## config.mk

```make
export PLATFORM = sky130hd
export DESIGN_NAME = acc_mc_controller
export DESIGN_NICKNAME = d
export VERILOG_FILES = /design/src/rtl/acc_mc_controller_pkg.sv /design/src/rtl/acc_op_decode.sv /design/src/rtl/acc_mc_controller.sv
export SDC_FILE = /design/constraint.sdc
export NUM_CORES = 1
export LEC_CHECK = 0
export ABC_AREA = 0
export BUFFER_PORTS_ARGS = -buffer_cell sky130_fd_sc_hd__buf_4
export CAP_MARGIN = 15
export CORE_MARGIN = 2
export CORE_UTILIZATION = 47
export DETAILED_ROUTE_END_ITERATION = 16
export HOLD_SLACK_MARGIN = 0.03
export PLACE_DENSITY = 0.77
export SETUP_SLACK_MARGIN = 0.05
export SYNTH_ARGS = -nofsm -noshare
export SYNTH_HDL_FRONTEND = slang
export SYNTH_SLANG_ARGS = --single-unit
export TNS_END_PERCENT = 5
```

## constraint.sdc

```tcl
create_clock -name clk -period 1.3 [get_ports clk]
set_input_delay 0.26 -clock clk [delete_from_list [all_inputs] [get_ports clk]]
set_output_delay 0.26 -clock clk [all_outputs]
set_load 0.01 [all_outputs]
```

## src/rtl/acc_mc_controller_pkg.sv

```systemverilog
// Shared types and constants for the accumulator multi-cycle controller:
// FSM state encoding, instruction class codes, ALU command codes and the
// decoded-instruction payload passed from acc_op_decode to the FSM.
package acc_mc_controller_pkg;

  localparam int unsigned CLASS_W   = 3;
  localparam int unsigned ALU_CMD_W = 2;
  localparam int unsigned STATE_W   = 4;

  // 12 legal states in a 4-bit register; the 4 spare codes are trapped.
  typedef enum logic [STATE_W-1:0] {
    S_FETCH  = 4'd0,
    S_DECODE = 4'd1,
    S_ADDR   = 4'd2,
    S_LDA1   = 4'd3,
    S_LDA2   = 4'd4,
    S_STA1   = 4'd5,
    S_STA2   = 4'd6,
    S_AOP_RD = 4'd7,
    S_AOP_EX = 4'd8,
    S_AOP_WB = 4'd9,
    S_BRANCH = 4'd10,
    S_HALT   = 4'd11
  } state_t;

  // Instruction classes (top three opcode bits)
  localparam logic [CLASS_W-1:0] CLS_LDA = 3'b000;
  localparam logic [CLASS_W-1:0] CLS_STA = 3'b001;
  localparam logic [CLASS_W-1:0] CLS_ADD = 3'b010;
  localparam logic [CLASS_W-1:0] CLS_AND = 3'b011;
  localparam logic [CLASS_W-1:0] CLS_SUB = 3'b100;
  localparam logic [CLASS_W-1:0] CLS_JMP = 3'b101;
  localparam logic [CLASS_W-1:0] CLS_JZ  = 3'b110;
  localparam logic [CLASS_W-1:0] CLS_HLT = 3'b111;

  // ALU commands
  localparam logic [ALU_CMD_W-1:0] ALU_ADD = 2'd0;
  localparam logic [ALU_CMD_W-1:0] ALU_AND = 2'd1;
  localparam logic [ALU_CMD_W-1:0] ALU_SUB = 2'd2;

  // Instruction groups that select the execute path
  typedef enum logic [2:0] {
    GRP_LOAD    = 3'd0,
    GRP_STORE   = 3'd1,
    GRP_ALU     = 3'd2,
    GRP_BRANCH  = 3'd3,
    GRP_HALT    = 3'd4,
    GRP_ILLEGAL = 3'd5
  } group_t;

  // Decoded instruction payload
  typedef struct packed {
    group_t                 group;
    logic [ALU_CMD_W-1:0]   alu_cmd;
    logic                   cond_zero;  // branch taken only when ac_zero
  } decode_t;

endpackage

```

## src/rtl/acc_op_decode.sv

```systemverilog
// Combinational instruction-class decoder.
// Ports:
//   op_class : instruction class (upcode top three bits)
//   dec      : group, ALU command and branch condition for that class
module acc_op_decode
  import acc_mc_controller_pkg::*;
(
  input  logic [CLASS_W-1:0] op_class,
  output decode_t            dec
);

  // Class to group / ALU command map
  always_comb begin
    dec = '{group: GRP_ILLEGAL, alu_cmd: ALU_ADD, cond_zero: 1'b0};
    case (op_class)
      CLS_LDA: dec.group = GRP_LOAD;
      CLS_STA: dec.group = GRP_STORE;
      CLS_ADD: begin
        dec.group   = GRP_ALU;
        dec.alu_cmd = ALU_ADD;
      end
      CLS_AND: begin
        dec.group   = GRP_ALU;
        dec.alu_cmd = ALU_AND;
      end
      CLS_SUB: begin
        dec.group   = GRP_ALU;
        dec.alu_cmd = ALU_SUB;
      end
      CLS_JMP: dec.group = GRP_BRANCH;
      CLS_JZ: begin
        dec.group     = GRP_BRANCH;
        dec.cond_zero = 1'b1;
      end
      CLS_HLT: dec.group = GRP_HALT;
      default: dec.group = GRP_ILLEGAL;
    endcase
  end

endmodule

```

## src/rtl/acc_mc_controller.sv

```systemverilog
// Multi-cycle control FSM for a single-accumulator datapath.
// Ports:
//   clk, rst         : clock, asynchronous active-low reset
//   upcode           : IR opcode field, class in the top three bits
//   mem_ready        : memory completes the current access this cycle
//   ac_zero          : accumulator is zero (JZ condition)
//   resume           : leave HALT
//   pc_write..mem_write : datapath controls, decoded from the state
//   alu_cmd          : ALU operation (0 ADD, 1 AND, 2 SUB)
//   halted           : FSM is in HALT
//   illegal          : sticky, set when the state register held a spare code
module acc_mc_controller
  import acc_mc_controller_pkg::*;
#(
  parameter int unsigned OPW     = 4,
  parameter int unsigned ALUW    = 3,
  parameter int unsigned WAIT_EN = 1
) (
  input  logic            clk,
  input  logic            rst,
  input  logic [OPW-1:0]  upcode,
  input  logic            mem_ready,
  input  logic            ac_zero,
  input  logic            resume,
  output logic            pc_write,
  output logic            pc_load,
  output logic            mem_addr_sel,
  output logic            ac_data_sel,
  output logic            ir_write_sel,
  output logic            mem_read,
  output logic            ir_write,
  output logic            ac_write,
  output logic            ac_read,
  output logic            mem_write,
  output logic [ALUW-1:0] alu_cmd,
  output logic            halted,
  output logic            illegal
);

  state_t               state;
  state_t               state_next;
  logic                 mem_ok;
  logic                 bad_state_c;
  logic [CLASS_W-1:0]   op_class;
  decode_t              dec;

  assign op_class = upcode[OPW-1 -: CLASS_W];

  // Operand bits below the class field are not used by the controller
  if (OPW > CLASS_W) begin : g_low_bits
    logic unused_low;
    assign unused_low = ^upcode[OPW-CLASS_W-1:0];
  end

  // With waiting disabled every memory access completes in one cycle
  assign mem_ok = (WAIT_EN == 0) ? 1'b1 : mem_ready;

  acc_op_decode u_decode (
    .op_class (op_class),
    .dec      (dec)
  );

  // State register
  always_ff @(posedge clk or negedge rst) begin
    if (!rst) begin
      state <= S_FETCH;
    end else begin
      state <= state_next;
    end
  end

  // Sticky trap for spare state codes
  always_ff @(posedge clk or negedge rst) begin
    if (!rst) begin
      illegal <= 1'b0;
    end else if (bad_state_c) begin
      illegal <= 1'b1;
    end
  end

  // Next-state and control decode
  always_comb begin
    state_next   = state;
    bad_state_c  = 1'b0;
    pc_write     = 1'b0;
    pc_load      = 1'b0;
    mem_addr_sel = 1'b0;
    ac_data_sel  = 1'b0;
    ir_write_sel = 1'b0;
    mem_read     = 1'b0;
    ir_write     = 1'b0;
    ac_write     = 1'b0;
    ac_read      = 1'b0;
    mem_write    = 1'b0;
    alu_cmd      = '0;
    halted       = 1'b0;

    case (state)
      S_FETCH: begin
        mem_read = 1'b1;
        ir_write = 1'b1;
        // PC must not advance while reset holds the FSM in FETCH
        pc_write = mem_ok & rst;
        if (mem_ok) state_next = S_DECODE;
      end
      S_DECODE: begin
        state_next = (dec.group == GRP_HALT) ? S_HALT : S_ADDR;
      end
      S_ADDR: begin
        mem_read     = 1'b1;
        ir_write     = 1'b1;
        ir_write_sel = 1'b1;
        pc_write     = mem_ok;
        if (mem_ok) begin
          case (dec.group)
            GRP_LOAD:   state_next = S_LDA1;
            GRP_STORE:  state_next = S_STA1;
            GRP_ALU:    state_next = S_AOP_RD;
            GRP_BRANCH: state_next = S_BRANCH;
            default:    state_next = S_FETCH;
          endcase
        end
      end
      S_LDA1: begin
        mem_read     = 1'b1;
        mem_addr_sel = 1'b1;
        if (mem_ok) state_next = S_LDA2;
      end
      S_LDA2: begin
        ac_write   = 1'b1;
        state_next = S_FETCH;
      end
      S_STA1: begin
        ac_read    = 1'b1;
        state_next = S_STA2;
      end
      S_STA2: begin
        mem_write    = 1'b1;
        mem_addr_sel = 1'b1;
        if (mem_ok) state_next = S_FETCH;
      end
      S_AOP_RD: begin
        ac_read      = 1'b1;
        mem_read     = 1'b1;
        mem_addr_sel = 1'b1;
        if (mem_ok) state_next = S_AOP_EX;
      end
      S_AOP_EX: begin
        alu_cmd    = ALUW'(dec.alu_cmd);
        state_next = S_AOP_WB;
      end
      S_AOP_WB: begin
        // upcode is not latched; the IR still holds it, so re-decode here
        alu_cmd     = ALUW'(dec.alu_cmd);
        ac_write    = 1'b1;
        ac_data_sel = 1'b1;
        state_next  = S_FETCH;
      end
      S_BRANCH: begin
        pc_load    = (dec.group == GRP_BRANCH) && (!dec.cond_zero || ac_zero);
        state_next = S_FETCH;
      end
      S_HALT: begin
        halted = 1'b1;
        if (resume) state_next = S_FETCH;
      end
      default: begin
        bad_state_c = 1'b1;
        state_next  = S_FETCH;
      end
    endcase
  end

endmodule
```

# ---- Word-level counts from Yosys, hierarchy flattened
# Cells that the tools add are included.
dict set report op_classes {
  n_bitwise 1
  n_reduce_logical 16
  mux 24
  n_eq_ne 28
}
# operator count
set op_table {}
lappend op_table {{4-bit case mux with 9 select lines} 1}
lappend op_table {{4-bit 2-to-1 mux} 7}
lappend op_table {{4-bit by 3-bit == test with 1-bit output, second input constant} 4}
lappend op_table {{4-bit == test, second input constant} 4}
lappend op_table {{4-bit case mux with 4 select lines} 1}
lappend op_table {{3-bit == test, second input constant} 5}
lappend op_table {{3-bit case mux with 5 select lines} 1}
lappend op_table {{3-bit by 2-bit == test with 1-bit output, second input constant} 4}
lappend op_table {{2-bit != test, second input constant} 6}
lappend op_table {{12-bit OR reduction} 1}
lappend op_table {{1-bit 2-to-1 mux} 11}
lappend op_table {{2-bit OR reduction} 5}
lappend op_table {{4-bit by 2-bit == test with 1-bit output, second input constant} 2}
lappend op_table {{3-bit by 1-bit == test with 1-bit output, second input constant} 2}
lappend op_table {{3-bit zero test} 2}
lappend op_table {{6-bit AND reduction} 1}
lappend op_table {{3-bit OR reduction} 2}
lappend op_table {{4-bit by 1-bit == test with 1-bit output, second input constant} 1}
lappend op_table {{4-bit zero test} 1}
lappend op_table {{2-bit case mux with 2 select lines} 1}
lappend op_table {{4-bit OR reduction} 1}
lappend op_table {{2-bit 2-to-1 mux} 1}
lappend op_table {{1-bit case mux with 2 select lines} 1}
lappend op_table {{1-bit AND} 1}
lappend op_table {{other kinds (3)} 3}
dict set report word_totals {
  regBits 5
  elab_cells 71
  inputBits 9
  output_inout_bits 15
}

# ---- Logic depth before layout (Yosys ltp)
# Gate-level depths: netlist of run 1.
dict set report logic_depth {
  word_depth 7
  mapped_depth 5
  ltp_nobuf 4
}

# ---- Hierarchy
# A second synthesis of run 1 with hierarchy kept.
dict set report hier_totals {
  cells_unflattened 77
  area_unflattened_um2 568.0
}
# mod area_each_um2 seq_area_each_um2 n_inst cells_each
set by_module_without_submodules {}
lappend by_module_without_submodules {acc_mc_controller 518.0 125.1 1 68}
lappend by_module_without_submodules {acc_op_decode 50.0 0.0 1 9}

# ---- Worst setup path before layout of run 1
# No wires, ideal clock.
dict set report synth_timing {
  path_kind {reg-to-output}
  from {reg state[1]}
  to {out alu_cmd[0]}
  path_slack_ns -0.062
  required_time_ns 1.040
  path_buffers 2
  t_arrival_ns 1.102
  path_stages_with_launch 4
  path_cell_list {dfrtp_1 > buf_4 > buf_2 > nor4_1}
}
dict set report synth_between {
  elab_chain_len 3
  elab_cells_between_ends 4
  classes_between {eq/ne (2); mux (1); reduce/logical (1)}
}
# item line
set synth_lines {}
lappend synth_lines {{from (decl)} acc_mc_controller.sv:40} ;# state_t state;
lappend synth_lines {{from (signal assigned)} acc_mc_controller.sv:68} ;# state <= state_next;
lappend synth_lines {{4-bit == test} acc_mc_controller.sv:98} ;# case (state)
lappend synth_lines {{2-bit OR reduction (no source line) (*)} -}
lappend synth_lines {{2-bit 2-to-1 mux (*)} acc_mc_controller.sv:98}
lappend synth_lines {{to (decl)} acc_mc_controller.sv:35} ;# output logic [ALUW-1:0] alu_cmd,
# Every way passes the cells marked *; elsewhere a longest branch is shown, timed or not.

# ---- Worst setup path after layout of run 1
dict set report layout_timing {
  from {reg state[2]}
  to {out alu_cmd[0]}
}
# Same word-level chain as after synthesis.

==> run summary, run 1 <==
Post-route antenna net violation count -> 0
Die area -> 1650 um^2
Clk pwr share -> 0.079
Status -> finished with violations
HP Start -> mem_ready
Internal power -> 1.33 mW
Longest Clk Path Bufs -> 2
Design area -> 1040 um^2
DR pass1 iterations -> 4
Crit path cell chain -> nand2b_4 -> nor4_4 -> buf_4
Gpl congestion -> 0.855
Synth top area share -> 0.198
Global Route Usage Sum -> 0.253
Largest area contributor in the netlist -> dfrtp_1
Sequential share of power -> 0.159
Clock sink total -> 5
Pwr dens -> 2350 nW/um^2
Final Cycle Share -> 1.20
Comb pwr share -> 0.762
Top_reg_cell synth -> dfrtp_1
Max_cap viols -> 0
CP max-delay cell -> dfrtp_2
Crit path time final -> 1.56 ns
Crit-path max FO -> 7
Vias in the first global route -> 616
WL/cell -> 16.8 um
HPWL Detailed -> 1.21 mm
Initial antenna violation count -> 0
RSZ-0062 raised after global routing -> yes
Post-synth ARST share -> 1.00
Die Wd -> 40.7 um
Post-synthesis sequential area ratio -> 0.198
FF/Latch Area -> 129 um^2
Via count -> 758
Seq cells post-synth -> 5
Largest net degree at the start of global routing -> 11
Failing checks -> setup timing
Final clock skew -> 0.00528 ns
Final Hold Viols -> 0
Row count -> 13
Switching pwr -> 1.11 mW
Initial core utilization -> 0.492
Htree depth -> 1
Synth cell count leaders -> 12 x nor2_1, 8 x nand2_1, 5 x dfrtp_1
Total CTS buffers -> 3
Core Region -> 1280 um^2
CP Launch Type -> flop
Total grt overflow -> 0
Total power -> 2.44 mW
EDFF count, synth -> 0
Final setup vio count -> 17
Final Max Slew Viols -> 0
WS Path Type -> reg -> out
Nets -> 129
Total Wirelength -> 2.26 mm
Top cells by area, synth -> dfrtp_1 20%, nand2b_4 8.7%, nor2_1 7.1%, buf_4 4.8%, nand2_1 4.8%
Die height -> 40.7 um
Layout area overhead -> 64.6%
Placed standard-cell area -> 858 um^2
I/O Buffers -> 21
Synth warn -> 0
Min-delay worst type -> in -> reg
Initial detailed-routing violation count -> 17
Syn Nets -> 90
Clock slew at reported path FFs -> 0.05 ns
Mapped Cells -> 81
Area occupied by multi-input gates -> 509 um^2
VDD IR max -> 0.955 mV
Synth cell types -> 34
Post-Syn Area -> 632 um^2
Fill count -> 87
Reg2Reg Setup Slack -> -0.17 ns
Data arrival, critical path -> 1.30 ns
Worst Path Required -> 1.04 ns
Post-route DRC violation count -> 0
Vias per Instance -> 5.66
Mean Syn Cell Area -> 7.80 um^2
CP startpoint -> state[2]
Switching Fraction -> 0.456
Setup ws final -> -0.262 ns
Clock root buffer -> clkbuf_4
Count leader, synth -> nor2_1
Max incr delay on CP -> 0.47 ns
First-pass GRT wire length -> 2.70 mm
Static Leak -> 0.479 nW
Critical path endpoint category -> output port
Reg2reg start -> state[2]
Clk Latency, worst-skew pair -> 0.25 ns
Max frequency -> 640 MHz
Antenna cell count -> 0
Dpl ws -> -0.0156 ns
Layout cells sized above 1 -> 0.613
TritonCTS clock tree -> built
I/O pin total -> 24
==> metrics by stage <==
stage / hold slack [ns] / cells / setup TNS (ns) / util
floorplan: -0.0356 / 81 / 0 / -
global placement: 0.0632 / 121 / 0 / 0.668
detailed placement: 0.0669 / 121 / -0.0250 / 0.668
CTS: 0.334 / 130 / -2.21 / 0.752
global route: 0.367 / 134 / -3.80 / 0.809
finish: 0.355 / 134 / -2.88 / 0.809
==> layer usage <==
metal / up-vias / part of all wire / GRT usage
met2: 27 / 0.52 / 0.440
met5: - / 0 / 0
met1: 367 / 0.41 / 0.291
met4: 0 / 0.021 / 0.108
met3: 6 / 0.045 / 0.0598
li1: 358 / - / -
==> cells in the final DEF, fill, tap and decap left out, types with 3 or more instances in the layout <==
cell type | Yosys | routed
a21o_1 | 3 | 3
a21oi_1 | 3 | 3
buf_4 | 4 | 39
buf_6 | 2 | 3
clkbuf_4 | 0 | 3
dfrtp_2 | 0 | 3
nand2_1 | 8 | 6
nand2_2 | 1 | 3
nand2b_4 | 4 | 5
nor2_1 | 12 | 8
nor2_2 | 0 | 4
==> power groups by stage <==
stage	Clock [mW]	Combinational, mW	Sequential, mW
detailed placement	0	1.41	0.352
global route	0.203	1.98	0.393
finish	0.194	1.86	0.387
floorplan	0	0.965	0.281
CTS	0.184	1.58	0.358
global placement	0	1.38	0.352
==> worst max-delay path: cells and delay by family, from the launching register on <==
kind | cells | cell delay (ns)
flops | 1 | 0.47
buf+inv | 1 | 0.16
simple gates | 2 | 0.43
==> repair_timing <==
action	4_1_cts	5_1_grt
setup endpoints to repair	15	17
resized for setup	8	12
hold buffers	1	0
buffers inserted	4	4
pin swaps	3	1
endpoints found under the hold margin	5	0
==> path summary, 6_finish.rpt <==
check                              to  cells after the start
max in group asynchronous    state[3]                      2
min in group asynchronous    state[1]                      2
min                          state[2]                      3
max reg2reg                  state[1]                      7
min reg2reg                   illegal                      1
max                        alu_cmd[0]                      3
==> kinds of logic (layout without fill, tap and decap cells) <==
logic type      after synthesis  in the layout  synth area share
other cells                   1              1           0.00593
mux                           2              2            0.0337
flops                         5              5             0.198
compound gates               16             16             0.180
buf+inv                      10             48             0.115
simple gates                 44             44             0.426
xor+xnor                      3              3            0.0416
==> cell type report <==
class | instances | share of cell area
repair buffers | 44 | 0.343
well taps | 15 | 0.0181
flip-flops and latches | 5 | 0.124
multi-input cells | 66 | 0.490
clock buffers | 4 | 0.0253
==> flip-flops by register name, indices dropped and copies added, names as in the netlist <==
register	cells
illegal	1
state	4
(Power assumes the default switching activity.)
==> run 2, diff against run 1 <==
CORE_AREA = 2 2 39 41   (was not set)
CORE_MARGIN = not set   (was 2)
CORE_UTILIZATION = not set   (was 47)
DIE_AREA = 0 0 41 43   (was not set)
PLACE_DENSITY = 0.78   (was 0.77)
clock period = 2 ns   (was 1.3 ns; I/O delays follow)
==> run 2 against run 1 <==
The flow now finishes without violations. Global-route usage decreased by 6.3 points. Hold slack improved by 0.11 ns. Sequential share of layout area increased by 3.4 points. Final area decreased by 23%. First-iteration DRC count decreased by 41%. Sequential power decreased by 28%. Critical path depth increased by 2. Setup slack improved by 0.39 ns. Critical path type unchanged. Critical endpoint is now ac_write. Largest cell class unchanged.
==> run summary, run 2 (synthesis gave the netlist of run 1 again) <==
Min-delay worst type -> reg -> reg
Core Region -> 1380 um^2 (+7.7%)
GRT busiest layer -> met2
Crit path time final -> 1.87 ns
I/O pin total -> 24 (unchanged)
Gpl congestion -> 0.804 (-5.9%)
Initial antenna violation count -> 0 (unchanged)
Longest Clk Path Bufs -> 2 (unchanged)
First-pass GRT wire length -> 2.33 mm (-14%)
Max FFs per register -> 4 (unchanged)
Initial detailed-routing violation count -> 10 (-7)
Data arrival, critical path -> 1.47 ns (+0.17 ns)
Via count -> 618 (-18%)
Commonest non-fill, non-tap cell in the layout -> buf_4
WL/cell -> 12.5 um (-26%)
GR Util met2 -> 0.284 (-0.156)
Largest net degree at the start of global routing -> 19 (+8)
Final clock skew -> 0.00454 ns (-0.000736 ns)
Total grt overflow -> 0 (unchanged)
Most frequent cells in the layout -> 24 x buf_4, 12 x nor2_1, 8 x nand2_1
Total Wirelength -> 1.45 mm (-36%)
Final Cycle Share -> 0.934
Post-route antenna net violation count -> 0 (unchanged)
Grt met3 use -> 0 (-0.0598)
Static Leak -> 0.372 nW (-22%)
Worst Path Required -> 1.60 ns (+0.56 ns)
Antenna cell count -> 0 (unchanged)
Vias per Instance -> 5.33 (-5.8%)
Crit-path max FO -> 10 (+3)
Largest registers -> state (4), illegal (1)
Die height -> 43 um (+5.7%)
Dpl ws -> 0.354 ns (+0.370 ns)
Final Max Slew Viols -> 0 (unchanged)
DR pass1 iterations -> 4 (unchanged)
Placed Cells -> 111 (-8.3%)
TritonCTS clock tree -> built
Initial core utilization -> 0.457 (-0.0351)
Clock root buffer -> clkbuf_4
Htree depth -> 1 (unchanged)
Layout cells sized above 1 -> 0.400 (-0.213)
Row count -> 14 (+1)
Die Wd -> 41 um (+0.82%)
HPWL Detailed -> 1.10 mm (-9.3%)
Final Hold Viols -> 0 (unchanged)
CP Launch Type -> flop
I/O Buffers -> 21 (unchanged)
Final setup vio count -> 0 (-17)
VDD IR max -> 0.556 mV (-42%)
Global Route Usage Sum -> 0.190 (-0.0627)
Pwr dens -> 1390 nW/um^2 (-41%)
Die area -> 1760 um^2 (+6.6%)
Clock slew at reported path FFs -> 0.05 ns (about the same)
Met1 Track Usage GR -> 0.259 (-0.0325)
Setup TNS -> 0 ns (+2.88 ns)
Status -> finished clean
Final Util -> 0.578 (-0.231)
WS Path Type -> reg -> out
Clk Latency, worst-skew pair -> 0.24 ns (about the same)
Layout area overhead -> 26.5%
Max frequency -> 535 MHz
Post-route DRC violation count -> 0 (unchanged)
Clock sink total -> 5 (unchanged)
Nets -> 110 (-15%)
Critical path endpoint category -> output port
Most flop-heavy register -> state
Total power -> 1.11 mW (-54%)
Post-CTS setup buffer count -> 0 (-4)
Non-Filler Instances -> 116 (-13%)
Setup ws final -> 0.131 ns (+0.393 ns)
Total CTS buffers -> 3 (unchanged)
RSZ-0062 raised after global routing -> yes
Max_cap viols -> 0 (unchanged)
Vias in the first global route -> 556 (-9.7%)
==> run 2: report_power, final <==
part	internal, mW	switching (mW)	total (mW)
Clock	0.0755	0.0431	0.119
Combinational	0.371	0.341	0.712
Sequential	0.149	0.132	0.280
==> run 2: metal layers <==
metal  routed length, um  vias to the layer above
li1                    -                      318
met1                 632                      290
met2                 778                       10
met4                   0                        0
met5                   0                        -
met3                  33                        0
==> run 2: timing repair <==
item	CTS	global route
gates resized for setup	0	2
hold buffers	1	0
endpoints found under the setup margin	0	3
hold endpoints to repair	5	0
==> run 2: critical path, stage by stage (launching register included) <==
cell      delay (ns)
dfrtp_1         0.57
nand2b_1        0.22
nor2_1          0.13
a21oi_1         0.05
nor2_1          0.11
buf_4           0.13
==> run 2: final timing paths <==
| kind | start | to | slack (ns) | cells past startpoint |
|---|---|---|---|---|
| worst min-delay path | illegal | illegal | 0.46 | 1 |
| worst max register to register | state[3] | state[0] | 0.63 | 4 |
| min in group asynchronous | rst | state[3] | 0.50 | 2 |
| worst min register to register | illegal | illegal | 0.46 | 1 |
| worst max-delay path | state[2] | ac_write | 0.13 | 5 |
| max in group asynchronous | rst | state[1] | 1.37 | 2 |
==> run 2: metrics by stage <==
step	hold WS [ns]	cell area [um^2]
after floorplan	0.104	632
after global placement	0.206	759
after detailed placement	0.210	759
after global routing	0.497	800
final	0.462	800
after CTS	0.465	796
==> run 2: layout make-up <==
| class | count | area [um^2] |
|---|---|---|
| well taps | 16 | 20.0 |
| flip-flops and latches | 5 | 126 |
| fillers | 136 | 584 |
| clock buffers | 4 | 26.3 |
| repair buffers | 25 | 190 |
| multi-input cells | 66 | 437 |
==> run 3, diff against run 2 <==
RECOVER_POWER = 100   (was not set)
==> run 3 against run 2 <==
Routed wire length is essentially flat. Fmax grew 1.4%. Final area shrank 7.8%. Critical path depth is the same. Clock-buffer cell count is the same. Die area is the same. Combinational power shrank 13%. Critical endpoint is now pc_write. Largest cell class unchanged. Highest routed layer unchanged.
==> run summary, run 3 (synthesis gave the netlist of run 1 again) <==
Status -> finished clean
WL/cell -> 12.4 um (about the same)
Most frequent cells in the layout -> 13 x clkbuf_1, 12 x nor2_1, 12 x buf_4
Row count -> 14 (unchanged)
Post-route antenna net violation count -> 0 (unchanged)
Die Wd -> 41 um (unchanged)
I/O pin total -> 24 (unchanged)
Gpl congestion -> 0.804 (unchanged)
Max FFs per register -> 4 (unchanged)
Critical path endpoint category -> output port
Largest net degree at the start of global routing -> 19 (unchanged)
Longest Clk Path Bufs -> 2 (unchanged)
Final Hold Viols -> 0 (unchanged)
RSZ-0062 raised after global routing -> yes
Layout area overhead -> 16.6%
Final setup vio count -> 0 (unchanged)
Post-CTS setup buffer count -> 0 (unchanged)
Core Region -> 1380 um^2 (unchanged)
Clk Latency, worst-skew pair -> 0.24 ns (about the same)
Placed standard-cell area -> 759 um^2 (unchanged)
CP max-delay cell -> dlygate4sd3_1
Htree depth -> 1 (unchanged)
Fill count -> 148 (+8.8%)
Clock sink total -> 5 (unchanged)
Initial antenna violation count -> 0 (unchanged)
Worst Path Required -> 1.60 ns (about the same)
Total Wirelength -> 1.44 mm (about the same)
Setup TNS -> 0 ns (unchanged)
Total CTS buffers -> 3 (unchanged)
CP Launch Type -> input port
Initial detailed-routing violation count -> 24 (+14)
Layout cells sized above 1 -> 0.250 (-0.150)
Area occupied by multi-input gates -> 419 um^2 (-4.0%)
Die area -> 1760 um^2 (unchanged)
Via count -> 633 (+2.4%)
Pwr dens -> 1370 nW/um^2 (-1.2%)
Die height -> 43 um (unchanged)
Max_cap viols -> 0 (unchanged)
Nets -> 110 (unchanged)
Static Leak -> 0.318 nW (-15%)
First-pass GRT wire length -> 2.33 mm (unchanged)
Clock root buffer -> clkbuf_4
Vias per Instance -> 5.46 (+2.4%)
Crit-path max FO -> 6 (-4)
Data arrival, critical path -> 1.44 ns (-0.03 ns)
Total grt overflow -> 0 (unchanged)
Commonest non-fill, non-tap cell in the layout -> clkbuf_1
Final Max Slew Viols -> 0 (unchanged)
Design area -> 737 um^2 (-7.8%)
Crit path cell chain -> dlygate4sd3_1 -> buf_4 -> o21ai_0 -> nor3_1 -> clkbuf_1
VDD IR max -> 0.443 mV (-20%)
Max incr delay on CP -> 0.53 ns (-0.04 ns)
Post-route DRC violation count -> 0 (unchanged)
Total power -> 1.01 mW (-8.9%)
WS Path Type -> in -> out
Crit path time final -> 1.84 ns (-0.0253 ns)
I/O Buffers -> 21 (unchanged)
Vias in the first global route -> 556 (unchanged)
TritonCTS clock tree -> built
Global Route Usage Sum -> 0.190 (unchanged)
Antenna cell count -> 0 (unchanged)
FF/Latch Area -> 126 um^2 (unchanged)
Clock slew at reported path FFs -> 0.04 ns (about the same)
Final Cycle Share -> 0.922 (-0.0126)
DR pass1 iterations -> 4 (unchanged)
Initial core utilization -> 0.457 (unchanged)
HPWL Detailed -> 1.10 mm (unchanged)
Min-delay worst type -> reg -> reg
Most flop-heavy register -> state
Largest registers -> state (4), illegal (1)
Max frequency -> 542 MHz (+1.4%)
Final clock skew -> 0.00403 ns (-0.000512 ns)
## run 3: cell types whose count changed in the layout (fill, tap and decap cells not counted), sizes merged
| cell | delta |
|---|---|
| buf | -12 |
| clkbuf | +12 |
## run 3: final timing paths
kind / startpoint / endpoint / slack (ns) / cells after the start
max: rst / pc_write / 0.16 / 5
max in group asynchronous: rst / state[1] / 1.37 / 2
min: illegal / illegal / 0.46 / 1
min reg2reg: illegal / illegal / 0.46 / 1
max reg2reg: state[2] / state[2] / 0.58 / 4
min in group asynchronous: rst / state[3] / 0.50 / 2
## run 3: what timing repair did
| item | 4_1_cts | 5_1_grt |
|---|---|---|
| hold endpoints to repair | 5 | 0 |
| setup endpoints to repair | 0 | 3 |
| resized for setup | 0 | 2 |
| hold buffers | 1 | 0 |
## run 3: worst max-delay path: cells and delay by family
kind                   cells  cell delay [ns]
and+or+nand+nor            1             0.13
buffers and inverters      3             0.84
AOI/OAI and AO/OA          1             0.08
## run 3: layout make-up
cell class	instances	share of cell area
Tap cell	16	0.0272
Clock buffer	4	0.0357
Multi-Input combinational cell	66	0.569
Sequential cell	5	0.171
Timing Repair Buffer	25	0.197
## run 3: power by group
part	internal (mW)	switching, mW	total (mW)
clock network	0.0756	0.0436	0.119
registers	0.149	0.122	0.271
logic	0.287	0.335	0.622
## run 3: per-layer routing
| layer | global-route usage | vias up | wire length (um) |
|---|---|---|---|
| met4 | 0.120 | 0 | 0 |
| li1 | - | 317 | - |
| met5 | 0 | - | 0 |
| met3 | 0 | 0 | 49 |
| met1 | 0.259 | 301 | 625 |
| met2 | 0.284 | 15 | 768 |
## run 3: stage by stage
step | cells | utilization | worst slack, ns | hold slack (ns)
final | 116 | 0.533 | 0.157 | 0.461
after global routing | 116 | 0.533 | 0.0484 | 0.496
after CTS | 116 | 0.575 | 0.101 | 0.465
after detailed placement | 111 | 0.549 | 0.354 | 0.210
after global placement | 111 | 0.549 | 0.391 | 0.206
after floorplan | 81 | - | 0.498 | 0.104
